--- src/rtl/sobel_window_gen.sv ---
// -----------------------------------------------------------------------------
// sobel_window_gen
//   Turns a raster-order pixel stream into 3x3 windows for a Sobel operator.
//   Two line buffers hold rows r-1 and r-2. Two column registers hold the
//   previous two columns of the window. One window is emitted for every pixel
//   at row >= 2 and column >= 2. Pixel values pass through unchanged.
//
// Parameters
//   IMG_WIDTH  pixels per row   (3..4096)
//   IMG_HEIGHT rows per frame   (3..4096)
//   PIX_W      bits per pixel
//
// Ports
//   clk, rst             clock, asynchronous active-high reset
//   pix_valid/pix_ready  input pixel handshake; pix_data is the pixel
//   sof                  start of frame, marks the accepted pixel as (0,0)
//   win_valid/win_ready  window handshake
//   win0..win8           3x3 window, row-major; win0 top-left, win8 bottom-right
//   frame_done           one-cycle pulse after the last pixel of a frame
//   win_count            (only with SOBEL_WIN_COUNT_EN) 20-bit count of window
//                        handshakes, cleared by reset and by an accepted sof
//
// Optional feature macro: SOBEL_WIN_COUNT_EN
// -----------------------------------------------------------------------------
module sobel_window_gen #(
    parameter int IMG_WIDTH  = 64,
    parameter int IMG_HEIGHT = 64,
    parameter int PIX_W      = 9
) (
    input  logic             clk,
    input  logic             rst,
    input  logic             pix_valid,
    output logic             pix_ready,
    input  logic [PIX_W-1:0] pix_data,
    input  logic             sof,
    output logic             win_valid,
    input  logic             win_ready,
    output logic [PIX_W-1:0] win0,
    output logic [PIX_W-1:0] win1,
    output logic [PIX_W-1:0] win2,
    output logic [PIX_W-1:0] win3,
    output logic [PIX_W-1:0] win4,
    output logic [PIX_W-1:0] win5,
    output logic [PIX_W-1:0] win6,
    output logic [PIX_W-1:0] win7,
    output logic [PIX_W-1:0] win8,
`ifdef SOBEL_WIN_COUNT_EN
    output logic [19:0]      win_count,
`endif
    output logic             frame_done
);

    localparam int CW = $clog2(IMG_WIDTH);
    localparam int RW = $clog2(IMG_HEIGHT);
    localparam logic [CW-1:0] COL_LAST = CW'(IMG_WIDTH - 1);
    localparam logic [RW-1:0] ROW_LAST = RW'(IMG_HEIGHT - 1);

    // Position counters: address of the next pixel to be accepted
    logic [CW-1:0] r_col;
    logic [RW-1:0] r_row;

    // Line buffers (row r-1 and row r-2) and previous two window columns.
    // Index 0 = top, 1 = middle, 2 = bottom of the column.
    logic [PIX_W-1:0] r_lb1 [IMG_WIDTH];
    logic [PIX_W-1:0] r_lb2 [IMG_WIDTH];
    logic [PIX_W-1:0] r_s1  [3];
    logic [PIX_W-1:0] r_s2  [3];

    // Output window and status registers
    logic [PIX_W-1:0] r_win [9];
    logic             r_win_valid;
    logic             r_frame_done;

    logic             w_accept;
    logic [CW-1:0]    w_pos_col;
    logic [RW-1:0]    w_pos_row;
    logic             w_col_last;
    logic             w_row_last;
    logic             w_load;
    logic [PIX_W-1:0] w_top;
    logic [PIX_W-1:0] w_mid;
    logic [PIX_W-1:0] w_new_win [9];

    // A window can only be replaced when it is being consumed in the same cycle
    assign pix_ready = !r_win_valid || win_ready;

    // Effective position of the incoming pixel (sof forces 0,0) and the window it completes
    always_comb begin
        w_accept = pix_valid && pix_ready;
        if (sof) begin
            w_pos_col = '0;
            w_pos_row = '0;
        end else begin
            w_pos_col = r_col;
            w_pos_row = r_row;
        end
        w_col_last = (w_pos_col == COL_LAST);
        w_row_last = (w_pos_row == ROW_LAST);
        w_load     = w_accept && (w_pos_row >= RW'(2)) && (w_pos_col >= CW'(2));
        w_top      = r_lb2[w_pos_col];
        w_mid      = r_lb1[w_pos_col];
        // Left column from r_s2 (c-2), middle from r_s1 (c-1), right is the new column
        w_new_win[0] = r_s2[0];
        w_new_win[1] = r_s1[0];
        w_new_win[2] = w_top;
        w_new_win[3] = r_s2[1];
        w_new_win[4] = r_s1[1];
        w_new_win[5] = w_mid;
        w_new_win[6] = r_s2[2];
        w_new_win[7] = r_s1[2];
        w_new_win[8] = pix_data;
    end

    // Column/row counters and the end-of-frame pulse
    always_ff @(posedge clk or posedge rst) begin
        if (rst) begin
            r_col        <= '0;
            r_row        <= '0;
            r_frame_done <= 1'b0;
        end else begin
            r_frame_done <= w_accept && w_col_last && w_row_last;
            if (w_accept) begin
                if (w_col_last) begin
                    r_col <= '0;
                    if (w_row_last) begin
                        r_row <= '0;
                    end else begin
                        r_row <= w_pos_row + RW'(1);
                    end
                end else begin
                    r_col <= w_pos_col + CW'(1);
                    r_row <= w_pos_row;
                end
            end
        end
    end

    // Line buffers and column history; contents are never observable before
    // being overwritten, so they carry no reset
    always_ff @(posedge clk) begin
        if (w_accept) begin
            r_lb2[w_pos_col] <= w_mid;
            r_lb1[w_pos_col] <= pix_data;
            r_s2[0] <= r_s1[0];
            r_s2[1] <= r_s1[1];
            r_s2[2] <= r_s1[2];
            r_s1[0] <= w_top;
            r_s1[1] <= w_mid;
            r_s1[2] <= pix_data;
        end
    end

    // Window registers and valid flag; the window holds while stalled
    always_ff @(posedge clk or posedge rst) begin
        if (rst) begin
            r_win_valid <= 1'b0;
            for (int i = 0; i < 9; i++) begin
                r_win[i] <= '0;
            end
        end else begin
            if (w_load) begin
                r_win_valid <= 1'b1;
                for (int i = 0; i < 9; i++) begin
                    r_win[i] <= w_new_win[i];
                end
            end else if (win_ready) begin
                r_win_valid <= 1'b0;
            end
        end
    end

`ifdef SOBEL_WIN_COUNT_EN
    logic [19:0] r_win_count;

    // Window handshake counter, restarted by each accepted start of frame
    always_ff @(posedge clk or posedge rst) begin
        if (rst) begin
            r_win_count <= 20'd0;
        end else if (w_accept && sof) begin
            r_win_count <= 20'd0;
        end else if (r_win_valid && win_ready) begin
            r_win_count <= r_win_count + 20'd1;
        end
    end

    assign win_count = r_win_count;
`endif

    assign win_valid  = r_win_valid;
    assign frame_done = r_frame_done;
    assign win0 = r_win[0];
    assign win1 = r_win[1];
    assign win2 = r_win[2];
    assign win3 = r_win[3];
    assign win4 = r_win[4];
    assign win5 = r_win[5];
    assign win6 = r_win[6];
    assign win7 = r_win[7];
    assign win8 = r_win[8];

endmodule

--- config.mk ---
export PLATFORM = sky130hd
export DESIGN_NAME = sobel_window_gen
export DESIGN_NICKNAME = d
export VERILOG_FILES = /design/src/rtl/sobel_window_gen.sv
export SDC_FILE = /design/constraint.sdc
export NUM_CORES = 2
export LEC_CHECK = 0
export BUFFER_PORTS_ARGS = -buffer_cell sky130_fd_sc_hd__buf_2
export CAP_MARGIN = 20
export CORE_ASPECT_RATIO = 1.25
export CORE_MARGIN = 2
export CORE_UTILIZATION = 39
export DETAILED_ROUTE_END_ITERATION = 10
export HOLD_SLACK_MARGIN = 0.03
export SLEW_MARGIN = 15
export SYNTH_ARGS = -nofsm -noshare
export SYNTH_HDL_FRONTEND = slang
export SYNTH_SLANG_ARGS = --single-unit
--- constraint.sdc ---
create_clock -name clk -period 4.9 [get_ports clk]
set_input_delay 0.49 -clock clk [delete_from_list [all_inputs] [get_ports clk]]
set_output_delay 0.49 -clock clk [all_outputs]
set_load 0.1 [all_outputs]
=== Yosys cells after proc, flatten, opt, wreduce, memory -nomap -nowiden ===
Memory sizes are Yosys's and may differ from the RTL's. A register that Yosys moved wholly into a read port is not among the register bits.
Index checks and enable logic that the tools add are counted.

* Bits in registers: 68
* Memory bits (writable): 1206
* Input port bits: 14
* Output and inout bits: 84
* Logic and storage cells: 37
* Memories: 4

{| class="wikitable"
|+ Memories
! memory !! words !! bits a word !! read ports !! clocked after Yosys merged registers in !! wr ports !! line !! RTL
|-
| r_lb1 || 64 || 9 || 1 || 0 || 1 || 64 || <nowiki>logic [PIX_W-1:0] r_lb1 [IMG_WIDTH];</nowiki>
|-
| r_lb2 || 64 || 9 || 1 || 0 || 1 || 65 || <nowiki>logic [PIX_W-1:0] r_lb2 [IMG_WIDTH];</nowiki>
|-
| r_s1 || 3 || 9 || 3 || 0 || 3 || 66 || <nowiki>logic [PIX_W-1:0] r_s1 [3];</nowiki>
|-
| r_s2 || 3 || 9 || 3 || 3 || 3 || 67 || <nowiki>logic [PIX_W-1:0] r_s2 [3];</nowiki>
|}

* Add/sub/neg operators: 2
* Magnitude comparators: 2
* Equality and inequality tests: 2
* Muxes and demuxes: 9
* Reduce and logical (&&, ||, !) cells: 8

{| class="wikitable"
|+ Operators with widths
! kind !! count
|-
| two-way mux 6 bit || 5
|-
| adder 6 x 1 -> 6 bit, second input constant || 2
|-
| equality test 6 bit, second input constant || 2
|-
| >= comparator 6 x 2 -> 1 bit, second input constant || 2
|-
| logical AND 1 bit || 5
|-
| two-way mux 1 bit || 4
|-
| nonzero test 2 bit || 1
|-
| zero test 1 bit || 1
|-
| logical OR 1 bit || 1
|}

=== Logic depth before layout (Yosys ltp) ===
* Depth after elaboration: 6
* Gate-level depth with buffers: 14
* Gate-level depth less buffers: 10

=== Worst setup path after synthesis ===
Ideal clock, no wire load.

* Path kind: reg2reg
* Start point: register r_win_valid (netlist: win_valid)
* End point: memory r_lb1[0][0], enable pin
* Library setup time: 0.393 ns
* Arrival: 5.204 ns
* Required time: 4.507 ns
* Setup slack: -0.697 ns
* Cell stages (with the launch flop): 7
* Path buffers: 1
* Cells stage by stage: dfrtp_1 nand2b_1 nand2_1 inv_2 buf_1 nand2_1 nor2_1

* Cells in the longest elaborated chain, start to end: 5

{| class="wikitable"
|+ RTL lines
! item !! line !! RTL
|-
| start: declaration || 71 || <nowiki>logic r_win_valid;</nowiki>
|-
| start signal: assignment || 156 || <nowiki>r_win_valid <= 1'b0;</nowiki>
|-
| start signal: assignment || 162 || <nowiki>r_win_valid <= 1'b1;</nowiki>
|-
| start signal: assignment || 167 || <nowiki>r_win_valid <= 1'b0;</nowiki>
|-
| zero test 1 bit || 85 || <nowiki>assign pix_ready = !r_win_valid || win_ready;</nowiki>
|-
| logical OR 1 bit || 85 ||
|-
| net pix_ready || 33 || <nowiki>output logic pix_ready,</nowiki>
|-
| logical AND 1 bit || 89 || <nowiki>w_accept = pix_valid && pix_ready;</nowiki>
|-
| net w_accept || 74 || <nowiki>logic w_accept;</nowiki>
|-
| two-way mux 1 bit || 141 || <nowiki>if (w_accept) begin</nowiki>
|-
| two-way mux 1 bit (implied by the code) || 143 || <nowiki>r_lb1[w_pos_col] <= pix_data;</nowiki>
|-
| end: declaration || 64 ||
|}

The timed path passes the listed nets, and every way through them passes these cells.

=== Final worst setup path ===
* Start point: register r_col[2]
* End point: memory r_lb2[8][8] (data pin)

* Cells in the longest elaborated chain, start to end: 2

{| class="wikitable"
|+ RTL lines
! item !! line !! RTL
|-
| start: declaration || 59 || <nowiki>logic [CW-1:0] r_col;</nowiki>
|-
| start signal: assignment || 131 || <nowiki>r_col <= w_pos_col + CW'(1);</nowiki>
|-
| two-way mux 6 bit || 90 || <nowiki>if (sof) begin</nowiki>
|-
| memory (64 x 9 bit) || n/a ||
|-
| net w_mid[8] || 81 || <nowiki>logic [PIX_W-1:0] w_mid;</nowiki>
|-
| end: declaration || 65 ||
|}

The timed path passes the listed nets, and every way through them passes these cells.

==> impl_metrics.csv <==
group,metric,value,unit
run_status,status,"completed",
setup_path,arrival,5.21,ns
detailed_routing,drc_errors,0,
timing,rsz0062_at_grt,"no",
floorplanning,io_pins,98,
cts,clock_path_buffers,3,
timing,timing.hold.ws,0.128,ns
timing,tns,0,ns
cts,cts_sinks,1301,
power,p_int,18.6,mW
timing,maxSlewHeadroom,19.2,%
synth,yosys_warnings,0,
synth,synthTopCellsByArea,"edfxtp_1, dfrtp_1, mux2i_1",
layout,fin_util,45.3,%
global_route,grt_max_degree,71,
global_route,met2_usage,41.9,%
synth,syn_area,50800,sq um
timing,fin_crit,4.68,ns
timing,fin_ws,0.224,ns
synth,synth_top_cell_by_area,"edfxtp_1",
global_route,grt.total_usage,27.0,%
setup_path,critical_path_class,"reg -> reg",
cts,clkTransAtPathRegs,0.07,ns
detailed_routing,wirelength,183000,um
synth,synth_ff_type,"edfxtp_1",
layout,drive_gt1_share,20.4,%
setup_path,worstPathRequired,5.43,ns
layout,multi_input_area,11500,sq um
global_route,met1_usage,34.0,%
placement,dpl_worst_slack,0.458,ns
synth,async_reset_ff_share,7.30,%
timing,setup_viol,0,
floorplanning,row_count,148,
layout,fillCellCount,11200,
global_route,grt-busiest-layer,"met2",
synth,synth.avg_cell_area,16.1,sq um
cts,post_cts_buffers,0,
global_route,grt_overflow,0,
layout,seq_area,38600,sq um
floorplanning,die_y,408,um
power,power.share.switching,25.3,%
cts,numCtsBuffers,117,
placement,gp_congestion,1.01,
global_route,first_global_vias,30800,
synth,synthCells,3156,
setup_path,cp-end-kind,"flop",
setup_path,cp_max_fo,38,
floorplanning,dieWidth,327,um
timing,fmax,0.214,GHz
cts,cts_max_level,3,
global_route,gr-usage-met3,5.36,%
timing,clock_skew,0.0494,ns
detailed_routing,via_per_inst,6.17,
global_route,antenna_found_initial,10,
floorplanning,start_util,39.2,%
detailed_routing,dr.pass1.iters,7,
floorplanning,dieArea,133000,sq um
timing,hold_violations,0,
layout,final_cells,5247,
power,power_frac_seq,50.7,%
detailed_routing,vias,32400,
detailed_routing,drtIter0Drc,4796,
cts,cts_tree,"built",
setup_path,crit_path_start,"r_col[2]$_DFFE_PP0P_",
layout,areaGrowthSynthToFinish,15.7,%
placement,dp_hpwl,117000,um
power,vdd_drop_max,0.000314,V
detailed_routing,drtAntennaViolNets,0,
synth,synth_seq_cells,1301,
setup_path,r2r-start,"r_col[2]$_DFFE_PP0P_",
detailed_routing,wl_per_cell,35.0,um
placement,numPortBuffers,97,
synth,yosysTopAreaCellShare,71.2,%
timing,worst_pin_slew,1.21,ns
min_path,hp-class,"in -> reg",
min_path,min-delay-start,"win_ready",
setup_path,r2r_slack,0.22,ns
cts,clk-insertion-delay-late,0.76,ns
layout,nets,3433,
global_route,grt_pass1_wl,251000,um
job,drv_cap,0,
timing,finalMaxSlewViolations,0,
power,pwr-share-clk,37.8,%
placement,numPlacedInstances,5020,
timing,period_share,95.4,%
power,switchingPower,6.29,mW
synth,ys_types,86,
synth,yosysSeqAreaShare,75.9,%
synth,synth_nets,3174,
floorplanning,fp.coreArea,130000,sq um
power,p_leak,20.1,nW
synth,synth_edf_count,1206,
setup_path,worstSetupStartpointType,"flop",
power,comb_power_share,11.5,%
cts,root_buffer,"clkbuf_16",
power,p_per_area,422,nW/um^2
==> what timing repair did <==
action,in CTS,in global routing
setup endpoints to repair,0,0
gates resized for setup,0,0
hold endpoints to repair,57,0
hold buffers,1,0
==> worst paths after layout <==
check                                             end  cells after the start
worst min-delay path            win_valid$_DFFE_PP0P_                      3
worst max-delay path            r_lb2[8][8]$_DFFE_PP_                      6
worst min register to register    win6[8]$_DFFE_PP0P_                      2
worst max register to register  r_lb2[8][8]$_DFFE_PP_                      6
min in group asynchronous         win7[4]$_DFFE_PP0P_                      3
max in group asynchronous        r_col[1]$_DFFE_PP0P_                      4
==> layout by cell type, fill, tap and decap left out, drive strengths merged, types with 19 or more instances in the layout <==
| master | netlist | layout |
|---|---|---|
| nor3 | 22 | 22 |
| o22ai | 67 | 67 |
| nor3b | 24 | 24 |
| a22o | 38 | 38 |
| nand3 | 31 | 31 |
| a22oi | 117 | 117 |
| mux2 | 47 | 47 |
| nand3b | 41 | 41 |
| a21oi | 100 | 100 |
| mux2i | 189 | 189 |
| nand2b | 22 | 22 |
| o2bb2ai | 22 | 22 |
| clkinv | 1 | 50 |
| nor2 | 140 | 140 |
| edfxtp | 1206 | 1206 |
| o22a | 19 | 19 |
| nand2 | 288 | 288 |
| a221oi | 28 | 28 |
| buf | 134 | 350 |
| a31oi | 29 | 29 |
| o21ai | 102 | 102 |
| clkbuf | 77 | 158 |
| nor2b | 22 | 22 |
| dfrtp | 95 | 95 |
==> power by group through the flow <==
stage          logic (mW)  registers [mW]  clock network (mW)
2_1_floorplan        1.36            12.8                   0
3_3_place_gp         2.76            12.8                   0
3_5_place_dp         2.78            12.8                   0
4_1_cts              2.79            12.6                9.47
5_1_grt              2.89            12.6                9.86
6_report             2.86            12.6                9.39
==> worst max-delay path, cell delays in order (launching register included) <==
cell and delay [ns]:
dfrtp_4 0.72, or2_2 0.60, o21ai_4 0.78, a222oi_1 0.36
a211oi_1 0.73, o32a_2 0.81, buf_4 0.41
==> cells in the mapped netlist (39+ instances only) <==
library cell,number
o21ai_0,101
nor2_1,140
nand3b_1,39
dfrtp_1,95
o22ai_1,67
mux2i_1,189
a22oi_1,117
buf_2,83
a21oi_1,100
nand2_1,288
clkbuf_1,77
mux2_2,45
edfxtp_1,1206
==> flip-flops by register name, indices dropped and copies added (netlist names), 6 cells and up <==
name and flops:
win1 9, r_lb2 576, win0 9, r_row 6, win4 9, r_lb1 576
r_s2 27, win6 9, win8 9, win3 9, r_s1 27, win5 9
r_col 6, win2 9, win7 9
==> per-stage QoR <==
stage / instance area (sq um) / power (mW)
floorplan: 50800 / 14.2
finish: 58800 / 24.8
global placement: 54900 / 15.6
detailed placement: 54900 / 15.6
CTS: 58800 / 24.8
global route: 58800 / 25.4
==> final cells by class <==
| cell class | instances | share of cell area, % |
|---|---|---|
| Sequential cell | 1301 | 65.6 |
| Antenna cell | 3 | 0.0128 |
| Tap cell | 1725 | 3.67 |
| Inverter | 12 | 0.0829 |
| Clock inverter | 65 | 1.03 |
| Timing Repair Buffer | 351 | 4.48 |
| Multi-Input combinational cell | 1632 | 19.5 |
| Clock buffer | 158 | 5.59 |
==> metal layers <==
layer / part of all wire, % / vias to the layer above
li1: - / 13000
met1: 36 / 16500
met2: 45 / 2304
met3: 10 / 551
met4: 7.9 / 14
met5: 0.048 / -
==> logic make-up (layout without fill, tap and decap cells) <==
family | after synthesis | count (layout) | synth area share (%)
flip-flops | 1301 | 1301 | 75.9
AND/OR/NAND/NOR | 693 | 693 | 6.73
AO/OA/AOI/OAI | 680 | 680 | 9.48
multiplexers | 254 | 254 | 5.57
buffers and inverters | 223 | 586 | 2.19
adder cells (fa/ha/maj) | 4 | 4 | 0.0984
XOR/XNOR | 1 | 1 | 0.0172
other | 0 | 3 | 0
(Power assumes the default switching activity.)
